### src/rtl/tawas_pkg.sv
// Shared Tawas types: thread/register widths, flag bit positions, writeback entry.
// Latency: n/a (types and a pure function only).
// Backpressure: n/a.
package tawas_pkg;

    localparam int THR_W       = 5;
    localparam int REG_W       = 3;
    localparam int DATA_W      = 32;
    localparam int FLAG_W      = 8;
    localparam int NUM_THREADS = 1 << THR_W;

    // Bit positions inside the 8-bit flags byte
    localparam int FLAG_ZERO = 0;
    localparam int FLAG_NEG  = 1;
    localparam int FLAG_OVFL = 2;

    typedef logic [THR_W-1:0]  thread_t;
    typedef logic [REG_W-1:0]  reg_idx_t;
    typedef logic [FLAG_W-1:0] flags_t;

    // Thread sits in the top bits so the FIFO can expose it as a per-entry tag
    typedef struct packed {
        thread_t            thread;
        reg_idx_t           rg;
        logic [DATA_W-1:0]  data;
    } wb_ent_t;

    localparam int WB_ENT_W = $bits(wb_ent_t);

    // One-hot thread decode used to build the load-pending mask
    function automatic logic [NUM_THREADS-1:0] thread_dec(input thread_t t);
        logic [NUM_THREADS-1:0] d;
        d    = '0;
        d[t] = 1'b1;
        return d;
    endfunction

endpackage

### src/rtl/tawas_wb_fifo.sv
// Synchronous FIFO with registered count; head is a combinational read of the array.
// Latency: push at edge N is visible at the head from cycle N+1 (no bypass).
// Backpressure: push ignored when full, pop ignored when empty; per-entry valid/tag exported.
module tawas_wb_fifo #(
    parameter  int WIDTH = 40,
    parameter  int DEPTH = 4,
    parameter  int TAG_W = 5,
    localparam int AW    = (DEPTH > 1) ? $clog2(DEPTH) : 1,
    localparam int CW    = AW + 1
) (
    input  logic             clk,
    input  logic             rst,
    input  logic             push,
    input  logic [WIDTH-1:0] wdata,
    input  logic             pop,
    output logic [WIDTH-1:0] rdata,
    output logic [CW-1:0]    count,
    output logic             full,
    output logic             empty,
    output logic [DEPTH-1:0] ent_vld,
    output logic [TAG_W-1:0] ent_tag [DEPTH]
);

    logic [WIDTH-1:0] mem_q [DEPTH];
    logic [AW-1:0]    wr_ptr_q, wr_ptr_d;
    logic [AW-1:0]    rd_ptr_q, rd_ptr_d;
    logic [CW-1:0]    count_q,  count_d;
    logic             push_ok, pop_ok;

    assign full    = (count_q == CW'(DEPTH));
    assign empty   = (count_q == '0);
    assign count   = count_q;
    assign rdata   = mem_q[rd_ptr_q];
    assign push_ok = push && !full;
    assign pop_ok  = pop && !empty;

    // Pointer/count next state; pointers wrap naturally since DEPTH is a power of two
    always_comb begin
        wr_ptr_d = wr_ptr_q;
        rd_ptr_d = rd_ptr_q;
        count_d  = count_q;
        if (push_ok) wr_ptr_d = wr_ptr_q + 1'b1;
        if (pop_ok)  rd_ptr_d = rd_ptr_q + 1'b1;
        if (push_ok && !pop_ok)      count_d = count_q + 1'b1;
        else if (!push_ok && pop_ok) count_d = count_q - 1'b1;
    end

    // Pointer and count registers
    always_ff @(posedge clk or negedge rst) begin
        if (!rst) begin
            wr_ptr_q <= '0;
            rd_ptr_q <= '0;
            count_q  <= '0;
        end else begin
            wr_ptr_q <= wr_ptr_d;
            rd_ptr_q <= rd_ptr_d;
            count_q  <= count_d;
        end
    end

    // Storage array; contents are don't-care until a push makes them valid
    always_ff @(posedge clk) begin
        if (push_ok) mem_q[wr_ptr_q] <= wdata;
    end

    // An entry is live when its distance from the read pointer is below the count
    always_comb begin
        for (int i = 0; i < DEPTH; i++) begin
            logic [AW-1:0] off;
            off        = AW'(i) - rd_ptr_q;
            ent_vld[i] = ({1'b0, off} < count_q);
            ent_tag[i] = mem_q[i][WIDTH-1 -: TAG_W];
        end
    end

endmodule

### src/rtl/tawas_wb_arb.sv
// Merges AU writebacks and queued load returns onto the single register-file write port; holds flags.
// Latency: AU 1 cycle; load return >= 2 cycles (one more per AU-busy cycle while it waits).
// Backpressure: AU never stalls; loads use en/ready with ready = registered FIFO count < LS_DEPTH.
module tawas_wb_arb
    import tawas_pkg::*;
#(
    parameter int LS_DEPTH = 4
) (
    input  logic                   clk,
    input  logic                   rst,
    input  logic                   wb_au_en,
    input  logic [THR_W-1:0]       wb_au_thread,
    input  logic [REG_W-1:0]       wb_au_reg,
    input  logic [DATA_W-1:0]      wb_au_data,
    input  logic                   wb_au_flags_en,
    input  logic [FLAG_W-1:0]      wb_au_flags,
    input  logic                   ls_rd_en,
    output logic                   ls_rd_ready,
    input  logic [THR_W-1:0]       ls_rd_thread,
    input  logic [REG_W-1:0]       ls_rd_reg,
    input  logic [DATA_W-1:0]      ls_rd_data,
    output logic                   rf_we,
    output logic [THR_W-1:0]       rf_thread,
    output logic [REG_W-1:0]       rf_reg,
    output logic [DATA_W-1:0]      rf_data,
    input  logic [THR_W-1:0]       flags_rd_thread,
    output logic [FLAG_W-1:0]      flags_rd,
    output logic [NUM_THREADS-1:0] ls_pend_mask
);

    localparam int AW = (LS_DEPTH > 1) ? $clog2(LS_DEPTH) : 1;
    localparam int CW = AW + 1;

    // FIFO interface
    wb_ent_t             push_ent, head_ent;
    logic [WB_ENT_W-1:0] head_raw;
    logic [CW-1:0]       fifo_count;
    logic                fifo_full, fifo_empty;
    logic [LS_DEPTH-1:0] ent_vld;
    thread_t             ent_tag [LS_DEPTH];
    logic                ls_push, ls_pop;

    // Output stage, flags and pend mask state
    logic                   rf_we_q,     rf_we_d;
    thread_t                rf_thread_q, rf_thread_d;
    reg_idx_t               rf_reg_q,    rf_reg_d;
    logic [DATA_W-1:0]      rf_data_q,   rf_data_d;
    flags_t                 flags_q [NUM_THREADS];
    logic [NUM_THREADS-1:0] pend_q, pend_d;

    assign ls_rd_ready = (fifo_count < CW'(LS_DEPTH));
    assign ls_push     = ls_rd_en && !fifo_full;
    // AU always owns the port; loads only drain in AU bubbles
    assign ls_pop      = !wb_au_en && !fifo_empty;

    assign push_ent = '{thread: ls_rd_thread, rg: ls_rd_reg, data: ls_rd_data};
    assign head_ent = wb_ent_t'(head_raw);

    tawas_wb_fifo #(
        .WIDTH (WB_ENT_W),
        .DEPTH (LS_DEPTH),
        .TAG_W (THR_W)
    ) u_fifo (
        .clk     (clk),
        .rst     (rst),
        .push    (ls_push),
        .wdata   (push_ent),
        .pop     (ls_pop),
        .rdata   (head_raw),
        .count   (fifo_count),
        .full    (fifo_full),
        .empty   (fifo_empty),
        .ent_vld (ent_vld),
        .ent_tag (ent_tag)
    );

    // Select this cycle's writer; payload holds when idle so only rf_we matters then
    always_comb begin
        rf_we_d     = wb_au_en || ls_pop;
        rf_thread_d = rf_thread_q;
        rf_reg_d    = rf_reg_q;
        rf_data_d   = rf_data_q;
        if (wb_au_en) begin
            rf_thread_d = wb_au_thread;
            rf_reg_d    = wb_au_reg;
            rf_data_d   = wb_au_data;
        end else if (ls_pop) begin
            rf_thread_d = head_ent.thread;
            rf_reg_d    = head_ent.rg;
            rf_data_d   = head_ent.data;
        end
    end

    // Pend mask after this edge: live entries now (a popped head moves into the rf stage,
    // so it stays counted) plus this cycle's push; the previous rf-stage load retires.
    always_comb begin
        pend_d = '0;
        for (int i = 0; i < LS_DEPTH; i++) begin
            if (ent_vld[i]) pend_d = pend_d | thread_dec(ent_tag[i]);
        end
        if (ls_push) pend_d = pend_d | thread_dec(ls_rd_thread);
    end

    // Output stage and pend mask registers
    always_ff @(posedge clk or negedge rst) begin
        if (!rst) begin
            rf_we_q     <= 1'b0;
            rf_thread_q <= '0;
            rf_reg_q    <= '0;
            rf_data_q   <= '0;
            pend_q      <= '0;
        end else begin
            rf_we_q     <= rf_we_d;
            rf_thread_q <= rf_thread_d;
            rf_reg_q    <= rf_reg_d;
            rf_data_q   <= rf_data_d;
            pend_q      <= pend_d;
        end
    end

    // Per-thread condition flags, updated on the same edge as the rf capture
    always_ff @(posedge clk or negedge rst) begin
        if (!rst) begin
            for (int i = 0; i < NUM_THREADS; i++) flags_q[i] <= '0;
        end else if (wb_au_flags_en) begin
            flags_q[wb_au_thread] <= wb_au_flags;
        end
    end

    assign rf_we        = rf_we_q;
    assign rf_thread    = rf_thread_q;
    assign rf_reg       = rf_reg_q;
    assign rf_data      = rf_data_q;
    assign flags_rd     = flags_q[flags_rd_thread];
    assign ls_pend_mask = pend_q;

endmodule
### config.mk
export PLATFORM = sky130hd
export DESIGN_NAME = tawas_wb_arb
export DESIGN_NICKNAME = d
export VERILOG_FILES = /design/src/rtl/tawas_pkg.sv /design/src/rtl/tawas_wb_fifo.sv /design/src/rtl/tawas_wb_arb.sv
export SDC_FILE = /design/constraint.sdc
export NUM_CORES = 1
export LEC_CHECK = 0
export CAP_MARGIN = 15
export CELL_PAD_IN_SITES_DETAIL_PLACEMENT = 0
export CELL_PAD_IN_SITES_GLOBAL_PLACEMENT = 2
export CORE_MARGIN = 2
export CORE_UTILIZATION = 48
export CTS_BUF_LIST = sky130_fd_sc_hd__clkbuf_2 sky130_fd_sc_hd__clkbuf_4 sky130_fd_sc_hd__clkbuf_8
export DETAILED_ROUTE_END_ITERATION = 6
export PLACE_DENSITY = 0.86
export SLEW_MARGIN = 30
export SYNTH_ARGS = -nofsm -noshare
export SYNTH_HDL_FRONTEND = slang
export SYNTH_HIERARCHICAL = 1
export SYNTH_SLANG_ARGS = --single-unit
### constraint.sdc
create_clock -name clk -period 8.42 [get_ports clk]
set_input_delay 1.684 -clock clk [delete_from_list [all_inputs] [get_ports clk]]
set_output_delay 1.684 -clock clk [all_outputs]
set_load 0.02 [all_outputs]
==> impl_metrics.ini <==
[logic_synthesis]
synth_top_area_share_pct = 37.79
synth_area_leaders = dfrtp_1 (38%), edfxtp_1 (22%), mux2_2 (13%)
synth_common_cells = dfrtp_1 (336), mux2_2 (265), edfxtp_1 (160)
synth_edf_count = 160
ys.flop_type = dfrtp_1
synth-seq-cells = 496
synth_seq_area_share_pct = 59.38
syn-cell-area_um2 = 22250
synthCells = 1404
postSynth.asyncResetShare_pct = 67.74
yosys_warnings = 6
syn_nets = 1512
synth_top_cell_by_area = dfrtp_1
syn_area_per_cell_um2 = 15.85
synth.most_common_cell = dfrtp_1
synth_cell_types = 44

[cts]
cts_sinks = 496
root_buffer = clkbuf_8
clk_pin_slew_ns = 0.05
clock_path_buffers = 3
post-cts-setup-buffers = 0
cts_tree = yes
cts_resized = 0
holdBufCountCts = 0
htreeDepth = 3
clk-insertion-delay-late_ns = 0.66
cts_inserted_buffers = 82

[power]
cellPowerDensity_nw_per_um2 = 292.8
p_total_mw = 7.659
leakage_nw = 10.44
peakVddDrop_v = 0.0001771

[timing]
grt_setup_unrepaired = no
fin_crit_ns = 6.175
tightest_slew_ns = 0.9669
max-slew-margin-rel_pct = 35.30
skew_ns = 0.02714
final_hold_viol_count = 0
period_share_pct = 73.34
finalSetupTns_ns = 0
fmax_mhz = 161.9
setup_viol = 0
finalMaxSlewViolations = 0

[final_layout]
largest_register_ffs = 256
drive_above_1_share_pct = 35.71
top_register = flags_q
top_regs = flags_q: 256 flops, u_fifo/mem_q: 160 flops
nets = 1678
area_delta_synth_final_pct = 17.57

[worst_setup_path]
path_class = input port to output port
cp-start-kind = input port
cp.required_ns = 6.74
worstPathMaxFanout = 25
end_kind = output port
worst_ep_arrival_time_ns = 4.49

[floorplan]
io_pins = 180
rows = 78
die_w_um = 219.3
die-area_um2 = 48090
core_um2 = 45580
start_util_pct = 48.82
die_h_um = 219.3

[global_routing]
grt_start_max_net_pins = 171
grt_pass1_vias = 13825
antenna_found_initial = 12
grt_overflow = 0
grt_usage_pct = 23.41
grt_pass1_wl_um = 84400

[route]
dr.first_iter.drc_count = 889
vias = 13219
ant_nets = 0
wl_per_cell_um = 24.35
drt_first_pass_iters = 7
routed_wl_um = 54640
vias_per_cell = 5.891
drc = 0

[worst_hold_path]
min_path_type = flop to flop

[placement]
portBuffers = 179
place.detailed.hpwl_um = 34130
gp_congestion = 0.8593

[outcome]
status = complete, no violations

[flow_run]
cap_violations = 0
per-stage QoR:
| stage | cell area (um^2) | setup WS (ns) | instances | util, % | hold slack, ns |
|---|---|---|---|---|---|
| after floorplan | 22250 | 3.300 | 1404 | - | 0.4739 |
| after global placement | 24310 | 2.215 | 2084 | 53.34 | 0.4835 |
| after detailed placement | 24290 | 2.037 | 2084 | 53.30 | 0.4890 |
| after CTS | 26060 | 2.039 | 2236 | 57.18 | 0.5025 |
| after global routing | 26160 | 2.058 | 2243 | 57.39 | 0.5169 |
| final | 26160 | 2.245 | 2244 | 57.40 | 0.4990 |
placed cells by master, fill, tap and decap left out, types with 33 or more instances in the layout:
master	Yosys	final
clkdlybuf4s50_1	0	166
dfrtp_1	336	334
mux2_2	265	265
nand2_1	59	59
a22oi_1	36	36
mux4_2	112	112
clkbuf_8	2	99
clkbuf_4	0	33
o21ai_0	40	40
mux2i_1	40	40
edfxtp_1	160	160
path summary, 6_finish.rpt:
path	startpoint	to	slack, ns	cells after the start
min reg2reg	flags_q[199]	flags_q[199]	0.50	1
min	flags_q[199]	flags_q[199]	0.50	1
max	flags_rd_thread[1]	flags_rd[7]	2.24	6
min in group asynchronous	rst	flags_q[244]	1.05	1
max in group asynchronous	rst	rf_data[23]	5.93	3
max reg2reg	u_fifo/rd_ptr_q[1]	ls_pend_mask[0]	5.56	8
cells by family (layout without fill, tap and decap cells):
kind of cell / count (synthesis) / count (layout) / synth area share [%]
flops: 496 / 496 / 59.38
mux: 426 / 426 / 27.56
simple gates: 219 / 219 / 5.747
compound gates: 125 / 125 / 3.610
buf+inv: 121 / 355 / 2.829
fa+ha+maj: 10 / 10 / 0.5961
xor+xnor: 7 / 7 / 0.2755
other cells: 0 / 6 / 0
routing by layer:
metal  share of wire, %  vias to the layer above  GRT usage (%)
met5               0.15                        -              0
met4                2.4                       12          7.635
met3                7.1                      102          7.263
met2                 47                      407          35.46
met1                 43                     6960          32.34
li1                   -                     5738              -
final cells by class:
| type | instances | area, um^2 |
|---|---|---|
| clock inverters | 20 | 161.4 |
| diodes | 6 | 15.01 |
| fillers | 3594 | 19420 |
| inverters | 8 | 30.03 |
| clock buffers | 132 | 1610 |
| repair buffers | 195 | 1918 |
| flip-flops and latches | 496 | 13220 |
| well taps | 600 | 750.7 |
| multi-input cells | 787 | 8458 |
critical path, cell delays in order:
cell and delay [ns]:
buf_4 0.36, buf_4 0.51, mux4_2 0.58, mux4_2 0.50, mux2_2 0.29, clkdlybuf4s50_1 0.54
power breakdown:
| group | total, mW | internal, mW | switching, mW |
|---|---|---|---|
| combinational | 2.10 | 1.05 | 1.05 |
| sequential | 3.32 | 3.04 | 0.284 |
| clock | 2.24 | 1.28 | 0.961 |
| total | 7.66 | 5.37 | 2.29 |
No activity file was read; power rests on OpenSTA's default activity.
